[src/rtl/frv_masked_shfrot_issuer.sv]
// frv_masked_shfrot_issuer: masks a plain shift request into two shares, drives the masked shfrot unit, returns result shares (optional MASKED_SHFROT_REFRESH_EN)
module frv_masked_shfrot_issuer #(
  parameter int BIT_WIDTH = 32,
  parameter int TIMEOUT   = 15
) (
  input  logic                 clk,
  input  logic                 rst,
  input  logic                 req_valid,
  output logic                 req_ready,
  input  logic [1:0]           req_op,
  input  logic [4:0]           req_shamt,
  input  logic [BIT_WIDTH-1:0] req_rs1,
  input  logic [BIT_WIDTH-1:0] rng_mask,
  input  logic [BIT_WIDTH-1:0] rng_pad,
  output logic                 sh_ena,
  output logic                 sh_slli,
  output logic                 sh_srli,
  output logic                 sh_rori,
  output logic [5:0]           sh_shamt,
  output logic [BIT_WIDTH-1:0] sh_s0,
  output logic [BIT_WIDTH-1:0] sh_s1,
  output logic [BIT_WIDTH-1:0] sh_rp0,
  input  logic [BIT_WIDTH-1:0] sh_r0,
  input  logic [BIT_WIDTH-1:0] sh_r1,
  input  logic                 sh_ready,
  output logic                 rsp_valid,
  input  logic                 rsp_ready,
  output logic [BIT_WIDTH-1:0] rsp_s0,
  output logic [BIT_WIDTH-1:0] rsp_s1,
  output logic                 rsp_err
);
  localparam int CW = $clog2(TIMEOUT + 1);
`ifdef MASKED_SHFROT_REFRESH_EN
  typedef enum logic [1:0] {IDLE, BUSY, REFRESH, RESP} state_t;
`else
  typedef enum logic [1:0] {IDLE, BUSY, RESP} state_t;
`endif
  state_t state, state_nx;
  logic [CW-1:0] cnt;
  logic [4:0] shamt_q;
  logic [BIT_WIDTH-1:0] s0_q, s1_q, r0_q, r1_q;
  logic slli_q, srli_q, rori_q, err_q, timeout;
  assign timeout   = cnt == CW'(TIMEOUT - 1);
  assign req_ready = state == IDLE;
  assign sh_ena    = state == BUSY;
  assign rsp_valid = state == RESP;
  assign sh_slli   = slli_q;
  assign sh_srli   = srli_q;
  assign sh_rori   = rori_q;
  assign sh_shamt  = {1'b0, shamt_q};
  assign sh_s0     = s0_q;
  assign sh_s1     = s1_q;
  assign sh_rp0    = rng_pad;
  assign rsp_s0    = r0_q;
  assign rsp_s1    = r1_q;
  assign rsp_err   = err_q;
  // state register
  always_ff @(posedge clk)
    state <= rst ? IDLE : state_nx;
  // next-state: a result beats a simultaneous timeout
  always_comb begin
    state_nx = state;
    case (state)
      IDLE:    state_nx = req_valid ? BUSY : IDLE;
`ifdef MASKED_SHFROT_REFRESH_EN
      BUSY:    state_nx = sh_ready ? REFRESH : timeout ? RESP : BUSY;
      REFRESH: state_nx = RESP;
`else
      BUSY:    state_nx = (sh_ready || timeout) ? RESP : BUSY;
`endif
      RESP:    state_nx = rsp_ready ? IDLE : RESP;
      default: state_nx = IDLE;
    endcase
  end
  // datapath: operand split on accept, result capture/timeout in BUSY; ROL becomes ROR by -shamt
  always_ff @(posedge clk) begin
    if (rst) begin
      cnt     <= '0;
      shamt_q <= '0;
      s0_q    <= '0;
      s1_q    <= '0;
      r0_q    <= '0;
      r1_q    <= '0;
      slli_q  <= 1'b0;
      srli_q  <= 1'b0;
      rori_q  <= 1'b0;
      err_q   <= 1'b0;
    end else if (state == IDLE) begin
      if (req_valid) begin
        cnt     <= '0;
        s0_q    <= rng_mask;
        s1_q    <= req_rs1 ^ rng_mask;
        slli_q  <= req_op == 2'b00;
        srli_q  <= req_op == 2'b01;
        rori_q  <= req_op[1];
        shamt_q <= req_op == 2'b11 ? 5'd0 - req_shamt : req_shamt;
      end
    end else if (state == BUSY) begin
      cnt <= cnt + 1'b1;
      if (sh_ready) begin
        r0_q  <= sh_r0;
        r1_q  <= sh_r1;
        err_q <= 1'b0;
      end else if (timeout) begin
        r0_q  <= '0;
        r1_q  <= '0;
        err_q <= 1'b1;
      end
    end
`ifdef MASKED_SHFROT_REFRESH_EN
    else if (state == REFRESH) begin
      r0_q <= r0_q ^ rng_mask;
      r1_q <= r1_q ^ rng_mask;
    end
`endif
  end
endmodule
[config.mk]
export PLATFORM = sky130hd
export DESIGN_NAME = frv_masked_shfrot_issuer
export DESIGN_NICKNAME = d
export VERILOG_FILES = /design/src/rtl/frv_masked_shfrot_issuer.sv
export SDC_FILE = /design/constraint.sdc
export NUM_CORES = 1
export LEC_CHECK = 0
export CORE_AREA = 5 5 132 134
export CTS_BUF_LIST = sky130_fd_sc_hd__clkbuf_4 sky130_fd_sc_hd__clkbuf_8
export DETAILED_ROUTE_END_ITERATION = 8
export DIE_AREA = 0 0 137 139
export HOLD_SLACK_MARGIN = 0.06
export PLACE_DENSITY_LB_ADDON = 0.08
export SETUP_SLACK_MARGIN = 0.3
export SYNTH_ARGS = -nofsm -noshare
export SYNTH_HDL_FRONTEND = slang
export SYNTH_SLANG_ARGS = --single-unit
[constraint.sdc]
create_clock -name clk -period 3.55 [get_ports clk]
set_input_delay 0.355 -clock clk [delete_from_list [all_inputs] [get_ports clk]]
set_output_delay 0.355 -clock clk [all_outputs]
set_load 0.005 [all_outputs]
==> flow_metrics.tcl, run 1 <==
set metrics [dict create \
    rsz0062_at_grt "no" \
    setup_violations 0 \
    antenna_found_initial 0 \
    synth_area_mm2 0.00529 \
    synth_mux_area_share_pct 0 \
    io_pins 345 \
    chipWidth_um 137 \
    slowest_stage "clkdlybuf4s50_1" \
    gp_congestion 0.793 \
    numCtsBuffers 17 \
    synth_nets 713 \
    synth_top_family_by_area "compound AO/OA/AOI/OAI gates" \
    io_buffers 279 \
    ant_nets 0 \
    drt_iter0_drc 142 \
    routed_wl_mm 16.6 \
    final_util_pct 52.2 \
    viasPerCell 4.66 \
    row_count 47 \
    reg2reg_depth 6 \
    cts_buffer_depth 2 \
    slew_headroom_pct 54.7 \
    core-area_mm2 0.0162 \
    synth-seq-cells 143 \
    synth-compound-area-share_pct 20.7 \
    worst_setup_path_start_kind "flop" \
    max-cap-violations 0 \
    cts_setup_buffers 0 \
    cp.buffers_inverters 2 \
    post-route-min-period_ps 2140 \
    cts.repair.resized 0 \
    cts_tree "built" \
    pwr_density_cell_mw_per_mm2 450 \
    hold_start "rst" \
    clk_latency_ps 430 \
    drt_first_pass_iters 4 \
    synth_cell_types 30 \
    cp_max_fo 7 \
    hold_depth 2 \
    final_common_cell "clkdlybuf4s50_1" \
    report.final.slew_viol_count 0 \
    synthCells 538 \
    wl_per_cell_um 16.6 \
    max_freq_mhz 467 \
    initial_utilization_pct 32.7 \
    cp.depth 3 \
    crit_chain "nand2b_2 -> inv_2 -> clkdlybuf4s50_1" \
    ir_worst_vdd_mv 0.195 \
    grt_pass1_wl_mm 25.0 \
    critPathCaptureType "output port" \
    holdWs_ps 369 \
    grt_overflow 0 \
    dieArea_mm2 0.0190 \
    yosys_warnings 0 \
    synth_simple_gate_area_share_pct 10.4 \
    synth_fa_ha_area_share_pct 0.709 \
    hold_viol 0 \
    whs_endpoint "state[0]" \
    cts_sinks 143 \
    reg2reg_from "cnt[0]" \
    track_usage_pct 16.6 \
    grt_pass1_vias 4529 \
    avgSynthCellArea_um2 9.84 \
    synth_xor_area_share_pct 5.63 \
    drive_gt1_share_pct 5.75 \
    status "finished clean" \
    die_h_um 139 \
    p_leak_nw 3.10 \
    fin_setup_tns_ps 0 \
    cp.required_ps 3190 \
    max_stage_delay_ps 540 \
    diodes 0 \
    dp_hpwl_mm 12.1 \
    nets 945 \
    holdBufCountCts 0 \
    drcViolationCount 0 \
    grt_max_degree 109 \
    area_delta_synth_final_pct 59.5 \
    clk_pin_slew_worst_paths_ps 70 \
    post-route-period-util_pct 60.3 \
    r2r_end "rsp_s1[30]" \
    tightest_slew_ps 679 \
    synth-seq-area-share_pct 54.1 \
    skew_ps 10.8 \
    cts-root-buf "clkbuf_8" \
    vias 4675 \
    rrSetupSlack_ps 1600 \
    hold_path.class "in -> reg" \
    h-tree-depth 4 \
    power.total_w 0.00380 \
    layout_common_cells "278 x clkdlybuf4s50_1, 143 x dfxtp_1, 73 x nand2_1" \
    cp.arrival_ps 1790 \
    nFillCells 1456 \
    cpLargestDelayFamily "buffers and inverters" \
    crit_type "reg -> out" \
]
==> flip-flops by register name, indices dropped and copies added (netlist names) <==
register and count:
shamt_q 5, sh_s1 32, rsp_s0 32, sh_rori 1
sh_s0 32, rsp_err 1, sh_srli 1, sh_slli 1
rsp_s1 32, cnt 4, state 2
==> report_power, final <==
part | switching, W | total, W | internal, W
registers | 0.0000519 | 0.00175 | 0.00170
clock network | 0.000606 | 0.00140 | 0.000798
logic | 0.000246 | 0.000642 | 0.000395
==> routing by layer <==
| metal | up-vias | track usage [%] | part of all wire [%] |
|---|---|---|---|
| li1 | 2299 | - | - |
| met1 | 2137 | 19.1 | 39 |
| met2 | 213 | 26.9 | 47 |
| met3 | 26 | 7.98 | 12 |
| met4 | 0 | 5.78 | 1.4 |
| met5 | - | 0 | 0 |
==> stage by stage <==
step	instances	setup WS, ps	cell area [um2]
2_1_floorplan	538	2080	5290
3_3_place_gp	971	1370	8000
3_5_place_dp	971	1350	8000
4_1_cts	1003	1340	8440
5_1_grt	1003	1260	8440
6_report	1003	1410	8440
==> synthesized netlist by cell type, drive strengths merged <==
master | instances | area [um2]
or3b | 1 | 8.76
dfxtp | 143 | 2860
a21oi | 41 | 216
conb | 1 | 3.75
ha | 3 | 37.5
a211oi | 34 | 255
o211ai | 1 | 7.51
nand3 | 4 | 20.0
inv | 5 | 18.8
a22o | 64 | 561
or3 | 4 | 25.0
nor3b | 3 | 22.5
nand3b | 3 | 22.5
nor3 | 2 | 10.0
a31o | 1 | 8.76
clkbuf | 17 | 63.8
o21ai | 3 | 15.0
xor2 | 2 | 17.5
nor2 | 38 | 143
nand2b | 2 | 15.0
nor2b | 2 | 12.5
nand2 | 73 | 274
a22oi | 1 | 7.51
buf | 55 | 358
xnor2 | 32 | 280
a311oi | 3 | 26.3
==> area by class of cell <==
type                       instances  area (um2)  area share, %
tap                              220         275           3.26
clock inverter                     8         128           1.51
inverter                           5        18.8          0.222
sequential                       143        2860           33.9
clock buffer                      24         312           3.69
multi-input combinational        318        2000           23.7
timing repair buffer             285        2850           33.7
==> cells by family after synthesis <==
logic type	Yosys count
AND/OR/NAND/NOR	132
buffers and inverters	77
flip-flops	143
adder cells (fa/ha/maj)	3
AO/OA/AOI/OAI	148
other	1
XOR/XNOR	34
==> worst max-delay path by stage <==
stage | from | endpoint | slack, ps
finish | state[0] | sh_ena | 1410
global route | state[0] | sh_ena | 1260
CTS | state[0] | sh_ena | 1340
detailed placement | req_valid | sh_slli | 1350
global placement | req_valid | sh_slli | 1370
floorplan | cnt[0] | rsp_s0[0] | 2080
No activity file was read; power rests on OpenSTA's default activity.
==> run 2, diff against run 1 <==
--- a/config.mk
+++ b/config.mk
@@ -5,10 +5,10 @@
 export SDC_FILE = /design/constraint.sdc
 export NUM_CORES = 1
 export LEC_CHECK = 0
-export CORE_AREA = 5 5 132 134
+export CORE_AREA = 5 5 131 133
 export CTS_BUF_LIST = sky130_fd_sc_hd__clkbuf_4 sky130_fd_sc_hd__clkbuf_8
 export DETAILED_ROUTE_END_ITERATION = 8
-export DIE_AREA = 0 0 137 139
+export DIE_AREA = 0 0 136 138
 export HOLD_SLACK_MARGIN = 0.06
 export PLACE_DENSITY_LB_ADDON = 0.08
 export SETUP_SLACK_MARGIN = 0.3
==> constraint.sdc (replaced) <==
create_clock -name clk -period 1.9 [get_ports clk]
set_input_delay 0.19 -clock clk [delete_from_list [all_inputs] [get_ports clk]]
set_output_delay 0.19 -clock clk [all_outputs]
set_load 0.005 [all_outputs]
==> run 2 against run 1 <==
Net effect:
- cell count rose by 1.3%
- global-route usage increased by 1.6 points
- via count grew 2.9%
- hold slack got worse by 13 ps
- core utilization grew 3.1 points
- combinational power grew 100%
- die area fell by 1.4%
- clock power is 58% higher
- largest power group unchanged
==> flow_metrics.tcl, run 2 (same netlist as run 1, synthesis figures left out) <==
set metrics [dict create \
    intPower_w 0.00501 \
    multi_input_area_mm2 0.00203 \
    crit_start "cnt[0]" \
    grt_max_degree 79 \
    grt_pass1_vias 4883 \
    cp.required_ps 2270 \
    reg2reg_from "cnt[0]" \
    chipWidth_um 136 \
    track_usage_pct 18.2 \
    switching_share_pct 26.2 \
    clk_latency_ps 430 \
    ant_nets 0 \
    cts_tree "built" \
    nets 960 \
    status "finished clean" \
    dp_hpwl_mm 12.6 \
    numCtsBuffers 17 \
    routed_wl_mm 17.9 \
    cp.arrival_ps 1900 \
    max_stage_delay_ps 340 \
    die_h_um 138 \
    hold_viol 0 \
    grt_pass1_wl_mm 27.0 \
    io_pins 345 \
    dpl_cell_area_mm2 0.00808 \
    max-cap-violations 0 \
    report.final.slew_viol_count 0 \
    seqCellArea_mm2 0.00287 \
    pwr_density_cell_mw_per_mm2 782 \
    row_count 46 \
    hold_path.class "in -> reg" \
    ir_worst_vdd_mv 0.363 \
    crit_chain "inv_2 -> ha_4 -> a31o_4 -> a21oi_4 -> buf_6 -> buf_12 -> clkbuf_16 -> a22o_1" \
    power.net_switching_w 0.00178 \
    slowest_stage "dfxtp_2" \
    wl_per_cell_um 17.6 \
    dp.cells 971 \
    holdWs_ps 356 \
    cts_sinks 143 \
    post-route-min-period_ps 1520 \
    grt_overflow 0 \
    layout_common_cells "267 x clkdlybuf4s50_1, 140 x dfxtp_1, 73 x nand2_1" \
    area_delta_synth_final_pct 64.2 \
    worst_setup_path_start_kind "flop" \
    dieArea_mm2 0.0188 \
    drive_gt1_share_pct 8.40 \
    vias 4810 \
    fin_area_mm2 0.00869 \
    skew_ps 9.00 \
    cts-root-buf "clkbuf_8" \
    antenna_found_initial 1 \
    hold_start "sh_r1[16]" \
    setup_violations 0 \
    core-area_mm2 0.0157 \
    drcViolationCount 0 \
    rsz0062_at_grt "yes" \
    gp_congestion 0.791 \
    seqPwrFrac_pct 48.2 \
    post-route-period-util_pct 80.1 \
    h-tree-depth 4 \
    max_freq_mhz 657 \
    drt_first_pass_iters 6 \
    cts_buffer_depth 2 \
    final_common_cell "clkdlybuf4s50_1" \
    pwr-share-clk_pct 32.5 \
    crit_type "reg -> reg" \
    finalNonFillerCells 1016 \
    initial_utilization_pct 33.7 \
    nFillCells 1421 \
    power_frac_comb_pct 19.3 \
    p_leak_nw 3.33 \
    fin_setup_tns_ps 0 \
    cp_max_fo 8 \
    clk_pin_slew_worst_paths_ps 80 \
    io_buffers 279 \
    critPathCaptureType "flop" \
    drt_iter0_drc 165 \
    viasPerCell 4.73 \
]
-- run 2: changes by cell type in the layout (fill, tap and decap cells not counted), sizes merged, moves of 2 or more --
| cell | change |
|---|---|
| clkdlybuf4s50 | -11 |
| dlygate4sd2 | +2 |
| dlymetal6s2s | +8 |
| bufinv | -2 |
| diode | +2 |
| clkinv | +5 |
| buf | +12 |
| clkbuf | -5 |
| clkinvlp | +4 |
-- run 2: metal layers --
layer | track usage, % | wire (um)
met1 | 20.1 | 7020
met2 | 29.6 | 8360
met3 | 10.3 | 2110
met4 | 5.84 | 405
met5 | 0 | 0
-- run 2: cell type report --
type | instances | area share, %
Clock inverter | 15 | 1.41
Timing Repair Buffer | 300 | 36.1
Sequential cell | 143 | 33.0
Multi-Input combinational cell | 318 | 23.3
Inverter | 5 | 0.245
Tap cell | 216 | 3.11
Clock buffer | 17 | 2.69
Antenna cell | 2 | 0.0576
-- run 2: worst paths after layout --
path                                    to  slack, ps  cells after the start
worst max-delay path             rsp_s1[4]        380                      8
worst min-delay path            rsp_s1[16]        360                      2
worst max register to register   rsp_s1[4]        380                      8
worst min register to register    sh_s0[7]        450                      2
-- run 2: what timing repair did --
action / CTS / global route
hold buffers: 1 / 0
pin swaps: 1 / 6
setup buffers: 5 / 1
endpoints found under the setup margin: 67 / 73
cloned: 3 / 1
hold endpoints to repair: 1 / 0
resized for setup: 12 / 16
-- run 2: worst max-delay path, delay by kind of cell (launching register included) --
family	cells	cell delay, ps
AO/OA/AOI/OAI	3	510
adder cells (fa/ha/maj)	1	150
buffers and inverters	4	460
flip-flops	1	340
-- run 2: per-stage QoR --
stage | setup WS [ps] | total power [W] | util (%)
after floorplan | 425 | 0.00383 | -
after global placement | 204 | 0.00457 | 51.4
after detailed placement | 167 | 0.00459 | 51.4
after CTS | 290 | 0.00690 | 54.8
after global routing | 292 | 0.00715 | 55.3
final | 379 | 0.00680 | 55.3
-- run 2: power groups by stage --
stage | sequential, W | combinational (W) | clock [W]
floorplan | 0.00336 | 0.000472 | 0
finish | 0.00328 | 0.00131 | 0.00221
CTS | 0.00328 | 0.00132 | 0.00230
global route | 0.00330 | 0.00142 | 0.00243
detailed placement | 0.00335 | 0.00125 | 0
global placement | 0.00334 | 0.00123 | 0
